[src/rtl/cpu_div_pkg.sv]
// Shared types and constants for the iterative CPU divider.
// Used by cpu_divider_iter and cpu_divider_step.
package cpu_div_pkg;

  typedef enum logic [1:0] {
    IDLE,
    CALC,
    DONE
  } div_state_e;

  localparam int OP_SIGNED_BIT = 1;
  localparam int OP_QUOT_BIT   = 0;

  function automatic int unsigned div_cycles(input int unsigned xlen, input int unsigned bpc);
    return xlen / bpc;
  endfunction

endpackage

[src/rtl/cpu_divider_step.sv]
// One combinational radix-2^BITS_PER_CYCLE restoring division step on magnitudes.
// Shifts the next dividend bits into the partial remainder and keeps the largest
// non-negative trial difference.
module cpu_divider_step
  import cpu_div_pkg::*;
#(
  parameter int XLEN           = 32,
  parameter int BITS_PER_CYCLE = 1
) (
  input  logic [XLEN-1:0]           rem_i,
  input  logic [BITS_PER_CYCLE-1:0] bits_i,
  input  logic [XLEN-1:0]           divisor_i,
  output logic [XLEN-1:0]           rem_o,
  output logic [BITS_PER_CYCLE-1:0] digit_o
);

  // One spare MSB holds the borrow of each trial subtraction.
  localparam int W = XLEN + BITS_PER_CYCLE + 1;

  logic [W-1:0] shifted;
  logic [W-1:0] mult;
  logic [W-1:0] trial;
  logic [W-1:0] best;

  // Trial differences shrink monotonically with the digit, so the last
  // non-negative one found on an ascending sweep is the largest digit that fits.
  always_comb begin
    shifted = {1'b0, rem_i, bits_i};
    best    = shifted;
    digit_o = '0;
    mult    = '0;
    trial   = '0;
    for (int d = 1; d < (1 << BITS_PER_CYCLE); d++) begin
      mult  = W'(divisor_i) * W'(d);
      trial = shifted - mult;
      if (!trial[W-1]) begin
        best    = trial;
        digit_o = BITS_PER_CYCLE'(d);
      end
    end
    rem_o = best[XLEN-1:0];
  end

endmodule

[src/rtl/cpu_divider_iter.sv]
// Iterative RISC-V DIV/DIVU/REM/REMU unit with request/response handshakes and kill.
// Optional result cache for repeated operands: define DIVIDER_RESULT_CACHE_EN.
module cpu_divider_iter
  import cpu_div_pkg::*;
#(
  parameter int XLEN           = 32,
  parameter int BITS_PER_CYCLE = 1
) (
  input  logic            clk_i,
  input  logic            rst_ni,
  input  logic            req_valid_i,
  output logic            req_ready_o,
  input  logic [XLEN-1:0] src_a_i,
  input  logic [XLEN-1:0] src_b_i,
  input  logic [1:0]      op_i,
  input  logic            kill_i,
  output logic            rsp_valid_o,
  input  logic            rsp_ready_i,
  output logic [XLEN-1:0] res_o
);

  localparam int unsigned NCYC = div_cycles(XLEN, BITS_PER_CYCLE);
  localparam int          CW   = $clog2(NCYC + 1);

  if (!((BITS_PER_CYCLE == 1) || (BITS_PER_CYCLE == 2) || (BITS_PER_CYCLE == 4)) ||
      ((XLEN % BITS_PER_CYCLE) != 0)) begin : g_bad_cfg
    $error("cpu_divider_iter: BITS_PER_CYCLE must be 1, 2 or 4 and divide XLEN");
  end

  div_state_e          state_q, state_d;
  logic [CW-1:0]       cnt_q, cnt_d;
  logic [XLEN-1:0]     rem_q, rem_d;
  logic [XLEN-1:0]     quo_q, quo_d;
  logic [XLEN-1:0]     div_q, div_d;
  logic [XLEN-1:0]     res_q, res_d;
  logic                qNeg_q, qNeg_d;
  logic                rNeg_q, rNeg_d;
  logic                quotSel_q, quotSel_d;

  logic                opSigned;
  logic                aNeg;
  logic                bNeg;
  logic [XLEN-1:0]     magA;
  logic [XLEN-1:0]     magB;

  logic [XLEN-1:0]           stepRem;
  logic [BITS_PER_CYCLE-1:0] stepDigit;
  logic [XLEN-1:0]           quoNext;
  logic [XLEN-1:0]           quotFix;
  logic [XLEN-1:0]           remFix;

  logic                cacheHit;
  logic [XLEN-1:0]     cacheRes;

  assign opSigned = op_i[OP_SIGNED_BIT];
  assign aNeg     = opSigned & src_a_i[XLEN-1];
  assign bNeg     = opSigned & src_b_i[XLEN-1];
  assign magA     = aNeg ? -src_a_i : src_a_i;
  assign magB     = bNeg ? -src_b_i : src_b_i;

  // quo_q starts as |a| and fills with quotient digits from the bottom as the
  // dividend bits are consumed from the top.
  cpu_divider_step #(
    .XLEN           (XLEN),
    .BITS_PER_CYCLE (BITS_PER_CYCLE)
  ) u_step (
    .rem_i     (rem_q),
    .bits_i    (quo_q[XLEN-1 -: BITS_PER_CYCLE]),
    .divisor_i (div_q),
    .rem_o     (stepRem),
    .digit_o   (stepDigit)
  );

  assign quoNext = {quo_q[XLEN-BITS_PER_CYCLE-1:0], stepDigit};
  assign quotFix = qNeg_q ? -quoNext : quoNext;
  assign remFix  = rNeg_q ? -stepRem : stepRem;

`ifdef DIVIDER_RESULT_CACHE_EN
  logic            cacheValid_q;
  logic [XLEN-1:0] cacheA_q;
  logic [XLEN-1:0] cacheB_q;
  logic            cacheSigned_q;
  logic [XLEN-1:0] cacheQuot_q;
  logic [XLEN-1:0] cacheRem_q;
  logic [XLEN-1:0] opA_q;
  logic [XLEN-1:0] opB_q;
  logic            opSigned_q;
  logic            cacheLoad;

  assign cacheHit  = cacheValid_q && (src_a_i == cacheA_q) && (src_b_i == cacheB_q) &&
                     (opSigned == cacheSigned_q);
  assign cacheRes  = op_i[OP_QUOT_BIT] ? cacheQuot_q : cacheRem_q;
  assign cacheLoad = (state_q == CALC) && (cnt_q == CW'(1)) && !kill_i;

  // Raw operands are kept alongside the fixed-up results so a later request
  // can be matched exactly; only reset invalidates the entry.
  always_ff @(posedge clk_i or negedge rst_ni) begin
    if (!rst_ni) begin
      cacheValid_q  <= 1'b0;
      cacheA_q      <= '0;
      cacheB_q      <= '0;
      cacheSigned_q <= 1'b0;
      cacheQuot_q   <= '0;
      cacheRem_q    <= '0;
      opA_q         <= '0;
      opB_q         <= '0;
      opSigned_q    <= 1'b0;
    end else begin
      if ((state_q == IDLE) && req_valid_i && !kill_i) begin
        opA_q      <= src_a_i;
        opB_q      <= src_b_i;
        opSigned_q <= opSigned;
      end
      if (cacheLoad) begin
        cacheValid_q  <= 1'b1;
        cacheA_q      <= opA_q;
        cacheB_q      <= opB_q;
        cacheSigned_q <= opSigned_q;
        cacheQuot_q   <= quotFix;
        cacheRem_q    <= remFix;
      end
    end
  end
`else
  assign cacheHit = 1'b0;
  assign cacheRes = '0;
`endif

  always_ff @(posedge clk_i or negedge rst_ni) begin
    if (!rst_ni) begin
      state_q   <= IDLE;
      cnt_q     <= '0;
      rem_q     <= '0;
      quo_q     <= '0;
      div_q     <= '0;
      res_q     <= '0;
      qNeg_q    <= 1'b0;
      rNeg_q    <= 1'b0;
      quotSel_q <= 1'b0;
    end else begin
      state_q   <= state_d;
      cnt_q     <= cnt_d;
      rem_q     <= rem_d;
      quo_q     <= quo_d;
      div_q     <= div_d;
      res_q     <= res_d;
      qNeg_q    <= qNeg_d;
      rNeg_q    <= rNeg_d;
      quotSel_q <= quotSel_d;
    end
  end

  // Kill wins over everything; results are sign-corrected once, on the
  // transition into DONE, so res_o is a plain register in DONE.
  always_comb begin
    state_d   = state_q;
    cnt_d     = cnt_q;
    rem_d     = rem_q;
    quo_d     = quo_q;
    div_d     = div_q;
    res_d     = res_q;
    qNeg_d    = qNeg_q;
    rNeg_d    = rNeg_q;
    quotSel_d = quotSel_q;

    if (kill_i) begin
      state_d = IDLE;
    end else begin
      unique case (state_q)
        IDLE: begin
          if (req_valid_i) begin
            qNeg_d    = aNeg ^ bNeg;
            rNeg_d    = aNeg;
            quotSel_d = op_i[OP_QUOT_BIT];
            rem_d     = '0;
            quo_d     = magA;
            div_d     = magB;
            if (src_b_i == '0) begin
              res_d   = op_i[OP_QUOT_BIT] ? '1 : src_a_i;
              state_d = DONE;
            end else if (cacheHit) begin
              res_d   = cacheRes;
              state_d = DONE;
            end else begin
              cnt_d   = CW'(NCYC);
              state_d = CALC;
            end
          end
        end
        CALC: begin
          rem_d = stepRem;
          quo_d = quoNext;
          cnt_d = cnt_q - CW'(1);
          if (cnt_q == CW'(1)) begin
            res_d   = quotSel_q ? quotFix : remFix;
            state_d = DONE;
          end
        end
        DONE: begin
          if (rsp_ready_i) begin
            state_d = IDLE;
          end
        end
        default: state_d = IDLE;
      endcase
    end
  end

  assign req_ready_o = (state_q == IDLE);
  assign rsp_valid_o = (state_q == DONE);
  assign res_o       = res_q;

endmodule
[config.mk]
export PLATFORM = sky130hd
export DESIGN_NAME = cpu_divider_iter
export DESIGN_NICKNAME = d
export VERILOG_FILES = /design/src/rtl/cpu_div_pkg.sv /design/src/rtl/cpu_divider_step.sv /design/src/rtl/cpu_divider_iter.sv
export SDC_FILE = /design/constraint.sdc
export NUM_CORES = 1
export LEC_CHECK = 0
export ABC_AREA = 1
export BUFFER_PORTS_ARGS = -buffer_cell sky130_fd_sc_hd__buf_2
export CORE_AREA = 2 2 161 163
export CTS_CLUSTER_DIAMETER = 80
export DETAILED_ROUTE_END_ITERATION = 12
export DIE_AREA = 0 0 163 165
export PLACE_DENSITY = 0.68
export SLEW_MARGIN = 20
export SYNTH_ARGS = -nofsm -noshare
export SYNTH_HDL_FRONTEND = slang
export SYNTH_SLANG_ARGS = --single-unit
[constraint.sdc]
create_clock -name clk_i -period 5.3 [get_ports clk_i]
set_clock_uncertainty 0.1 [all_clocks]
set_input_delay 0 -clock clk_i [delete_from_list [all_inputs] [get_ports clk_i]]
set_output_delay 0 -clock clk_i [all_outputs]
set_load 0.01 [all_outputs]
* After elaboration in Yosys (flattened, before gate mapping) *
Cells that the tools add are included.

operators by class
  muxes and demuxes = 25
  bitwise logic cells = 4
  equality and inequality tests = 10
  add/subtract/negate cells = 6
  reduce and logical (&&, ||, !) cells = 8

operator list
  operator             number
  $mux 32              12
  $pmux 32 s2          3
  $neg 32->32          4
  $sub 33x32->34       1
  $logic_not 32->1     1
  $mux 6               2
  $pmux 6 s2           1
  $mux 2               5
  $reduce_and 3->1     3
  $eq 6x1->1 const B   1
  $ne 2x2->1 const B   3
  $ne 3x2->1 const B   2
  $pmux 2 s3           1
  $sub 6x1->6 const B  1
  $reduce_and 5->1     1
  $reduce_and 4->1     1
  $ne 3x3->1 const B   1
  $and 1x1->1          2
  $eq 2x1->1 const B   1
  $eq 2x2->1 const B   1
  $logic_not 2->1      1
  $ne 2x1->1 const B   1
  $reduce_bool 2->1    1
  $mux 1               1
  other kinds (2)      2

word-level totals
  bits in registers = 139
  word-level logic and storage cells = 62
  output and inout port bits = 34

* Logic depth before layout (Yosys ltp) *
  depth in word-level cells = 7
  depth in mapped cells = 30
  depth with buffers taken out = 29

* Cells and area by module *
Synthesis repeated with hierarchy kept, for this count alone.

second synthesis, totals
  cells, all modules = 2289
  area total of the unflattened synthesis = 13510.5 um^2

by module, submodules not included
  module            times used  cells each  area each (um^2)
  cpu_divider_iter  1           1650        10385.0
  cpu_divider_step  1           639         3125.5

* Least setup slack after synthesis *
Ideal clock, no wire load.

  path kind = register to register
  start = register rem_q[3]
  end = register res_q[30] (netlist: res_o[30])
  buffers on the path = 1
  library setup time = 117 ps
  cell stages (with the launch flop) = 28
  setup slack = 1681 ps
  arrival = 3402 ps
  required time = 5083 ps
  cell sequence = dfrtp_1 ha_1 nand2_2 inv_1 nand2_1 nand2_1 nand2_1 nand3_2 nand2_2 nand2_2 nand2_2 nand2_4 buf_12 inv_4 ha_1 nand3_1 nor3_1 nand3_1 nor3_2 nand4_1 o21ai_1 o21ai_0 nor2_1 nand2_1 a31oi_1 nand2_1 nand2_1 nand2_1

between the ends
  word-level cells in the longest chain between the ends = 7

RTL lines
  what                                   line                                            text
  start, declared                        cpu_divider_iter.sv:32                          logic [XLEN-1:0] rem_q, rem_d;
  start signal, assigned                 cpu_divider_iter.sv:143                         rem_q <= rem_d;
  $sub 33x32->34                         cpu_divider_step.sv:35                          trial = shifted - mult;
  $mux 32 or $mux 1 (tied branches)      cpu_divider_step.sv:36                          if (!trial[W-1]) begin
  $neg 32->32, on equally long branches  cpu_divider_iter.sv:76, cpu_divider_iter.sv:75
  $mux 32, on equally long branches      cpu_divider_iter.sv:76, cpu_divider_iter.sv:75
  $mux 32 *                              cpu_divider_iter.sv:195                         res_d = quotSel_q ? quotFix : remFix;
  $mux 32 *                              cpu_divider_iter.sv:194                         if (cnt_q == CW'(1)) begin
  $pmux 32 s2 *                          cpu_divider_iter.sv:169                         unique case (state_q)
  end signal, assigned                   cpu_divider_iter.sv:146                         res_q <= res_d;
  end, declared                          cpu_divider_iter.sv:35                          logic [XLEN-1:0] res_q, res_d;

Mark *: on every way between the ends. The rest lies on a longest branch, timed or not. The select of a mux whose other input is x is not followed.
A chain may end at the register's enable or synchronous reset.

* Final worst setup path *
  start = register rem_q[14]
  end = register res_q[26] (netlist: res_o[26])

Same word-level chain as after synthesis.

==> flow_summary.json <==
{
  "dp_slack_ns": 1.14,
  "switching_share_pct": 56.1,
  "cp.depth": 26,
  "arrival_ns": 4.45,
  "clk_pin_slew_ns": 0.07,
  "tightest_slew_ns": 1.04,
  "die_y_um": 165,
  "drv_cap": 0,
  "p_leak_uw": 0.00757,
  "synth_edf_count": 0,
  "synthFlopType": "dfrtp_1",
  "fmax_mhz": 237,
  "cts-htree-levels": 4,
  "cp_slowest_stage_delay_ns": 0.44,
  "seq_power_share_pct": 18.1,
  "syn_inst": 2022,
  "die_x_um": 163,
  "synth_nets": 2132,
  "rsz0062_at_grt": "false",
  "yosysTopAreaCell": "dfrtp_1",
  "finalCritPeriodShare_pct": 79.6,
  "hold_violations": 0,
  "crit_buf_inv": 4,
  "final_antenna_net_count": 0,
  "postCtsResizedCells": 0,
  "async_flop_share_pct": 100,
  "grt-ovfl-total": 0,
  "yosysMostFrequentCell": "nand2_1",
  "yosys_register_bits": 139,
  "synth_cell_types": 48,
  "drt_iter0_drc": 1352,
  "p_sw_uw": 5900,
  "cts_tree": "yes",
  "yosysSeqAreaShare_pct": 28.0,
  "synth.area.top_cells": "dfrtp_1, nand2_1, inv_1, o21ai_0, nor2_1",
  "yosys_warnings": 0,
  "path_max_fanout": 8,
  "clk_latency_ns": 0.44,
  "crit_slowest_cell": "dfrtp_1",
  "p_per_area_nw_per_um2": 722,
  "grt_usage_pct": 31.0,
  "met3_usage_pct": 5.15,
  "min_period_ns": 4.22,
  "power.clock.fraction_pct": 12.9,
  "worstPathRequired_ns": 5.53,
  "placeableCoreArea_um2": 25000,
  "finalSetupViolCount": 0,
  "grt_pass1_vias": 12800,
  "whs_ns": 0.0285,
  "slew_viol_final": 0,
  "grt.busiest_layer": "met2",
  "syn-cell-area_um2": 12400,
  "hp-class": "input port to register",
  "netlist.area_leader.share_pct": 28.0,
  "max_slew_margin_pct": 30.8,
  "dp_hpwl_um": 30300,
  "port_buffers": 104,
  "p_int_uw": 4620,
  "power_uw": 10500,
  "finalNonFillerCells": 2508,
  "place_congestion": 0.934,
  "via_count": 13500,
  "met2_usage_pct": 50.8,
  "cts_made_buffers": 17,
  "cp_common_cell": "nand2_1",
  "antenna_found_initial": 2,
  "combPwrFrac_pct": 69.0,
  "row_count": 58,
  "syn_area_per_cell_um2": 6.14,
  "die_area_um2": 26900,
  "finalSetupTns_ns": 0,
  "yosys-top-cells-count": "nand2_1, inv_1, nor2_1",
  "hold_depth": 4,
  "r2r_cells": 26,
  "ios": 105,
  "cp-end-kind": "register",
  "cp_top_family": "simple AND/OR/NAND/NOR gates",
  "viasPerCell": 5.40,
  "ir_drop_mv": 0.531,
  "fill_cells": 2478,
  "max-clock-path-buffers": 2,
  "initial_core_util_pct": 49.6,
  "post_drt_wl_per_cell_um": 16.2,
  "wl_um": 40700,
  "cts_sinks": 139,
  "use_met1_pct": 42.1,
  "fin_ws_ns": 1.08,
  "n_antenna_cell": 0,
  "grt_max_degree": 77,
  "worstSetupPathType": "register to register",
  "cp-start-kind": "register",
  "synthToLayoutAreaGrowth_pct": 17.3,
  "dr.pass1.iters": 8,
  "outcome": "complete, no violations",
  "grt_pass1_wl_um": 65600,
  "drc": 0,
  "place_inst": 2401,
  "finalNetCount": 2275,
  "drive_gt1_share_pct": 10.3,
  "cts_root_buffer": "clkbuf_16"
}
## through the flow
stage / util [%] / cell area [µm²]
final: 58.2 / 14600
after global routing: 58.2 / 14600
after CTS: 58.2 / 14600
after detailed placement: 52.6 / 13200
after global placement: 52.6 / 13200
after floorplan: - / 12400
## placed cells by master (no fill, tap or decap), drive strengths merged, types with 3 or more instances in the layout
master       Yosys  layout
inv            281     287
nand4           23      23
a31oi            9       9
xor2            45      45
or2              8       8
ha              38      38
o21ai          189     189
nor3            46      46
nor2           204     204
and2             4       4
buf             18     120
a21oi           96      96
o22ai           11      11
clkbuf          53      18
o221ai          15      15
nand3          146     146
nand2          644     644
o31ai            4       4
nand3b           6       6
o21bai           3       3
bufinv           0       4
o211ai          10      10
clkinv           3       5
a22o             3       3
dlygate4sd3      0      75
dfrtp          139     139
xnor2           11      11
nor4             6       6
## flip-flops by register name, summed over array words and instances, names as in the netlist
signal	flops
res_o	32
qNeg_q	1
state_q	2
rem_q	32
cnt_q	6
div_q	32
quo_q	32
quotSel_q	1
rNeg_q	1
## kinds of logic after synthesis
kind of cell	after synthesis	synth area share (%)
fa+ha+maj	39	3.99
buf+inv	355	11.2
compound gates	344	15.5
flops	139	28.0
simple gates	1089	37.3
xor+xnor	56	3.95
## worst reg2reg max path, stage by stage, from the launching register on
cell and delay [ns]:
dfrtp_1 0.44, ha_1 0.39, nand2_1 0.12, inv_1 0.05
nand2_1 0.06, nand2_1 0.08, inv_1 0.06, nand2_1 0.09
inv_1 0.10, nand2_2 0.08, nand2_2 0.09, nand2_4 0.06
inv_4 0.13, ha_1 0.21, nand3_1 0.11, nor3_1 0.23
nand3_1 0.17, nor3_2 0.33, nand4_1 0.22, o21ai_1 0.25
o21ai_0 0.20, o21ai_0 0.20, a21oi_1 0.06, nor2_1 0.10
nand2_1 0.07, nand2_1 0.08, nand2_1 0.05
## cell type report
class | instances | area [µm²] | share of cell area (%)
clock inverters | 14 | 205 | 1.41
repair buffers | 195 | 1400 | 9.60
inverters | 284 | 1070 | 7.34
flip-flops and latches | 139 | 3480 | 23.9
well taps | 330 | 413 | 2.84
multi-input cells | 1528 | 7560 | 51.9
clock buffers | 18 | 439 | 3.02
## power by group through the flow
stage | combinational (µW) | sequential, µW | clock (µW)
floorplan | 5290 | 1860 | 0
global route | 8190 | 1950 | 1410
global placement | 6990 | 1900 | 0
finish | 7260 | 1900 | 1360
detailed placement | 7050 | 1910 | 0
CTS | 7160 | 1900 | 1370
## routing by layer
metal	part of all wire, %	wire length, µm
met2	46	18900
met3	6.6	2680
met5	0.032	13
met4	2.4	973
met1	45	18200
## path summary, 6_finish.rpt
kind | start | to | slack, ns
worst max-delay path | rem_q[14]$_DFFE_PN0P_ | res_o[26]$_DFFE_PN0P_ | 1.08
worst min-delay path | src_b_i[29] | div_q[29]$_DFFE_PN0P_ | 0.03
worst max register to register | rem_q[14]$_DFFE_PN0P_ | res_o[26]$_DFFE_PN0P_ | 1.08
worst min register to register | res_o[25]$_DFFE_PN0P_ | res_o[25]$_DFFE_PN0P_ | 0.38
max in group asynchronous | rst_ni | quo_q[6]$_DFFE_PN0P_ | 3.67
min in group asynchronous | rst_ni | div_q[18]$_DFFE_PN0P_ | 0.07
## what timing repair did
| item | CTS | global route |
|---|---|---|
| hold buffers | 75 | 0 |
| setup buffers | 0 | 0 |
| endpoints found under the hold margin | 172 | 0 |
(Power assumes the default switching activity.)
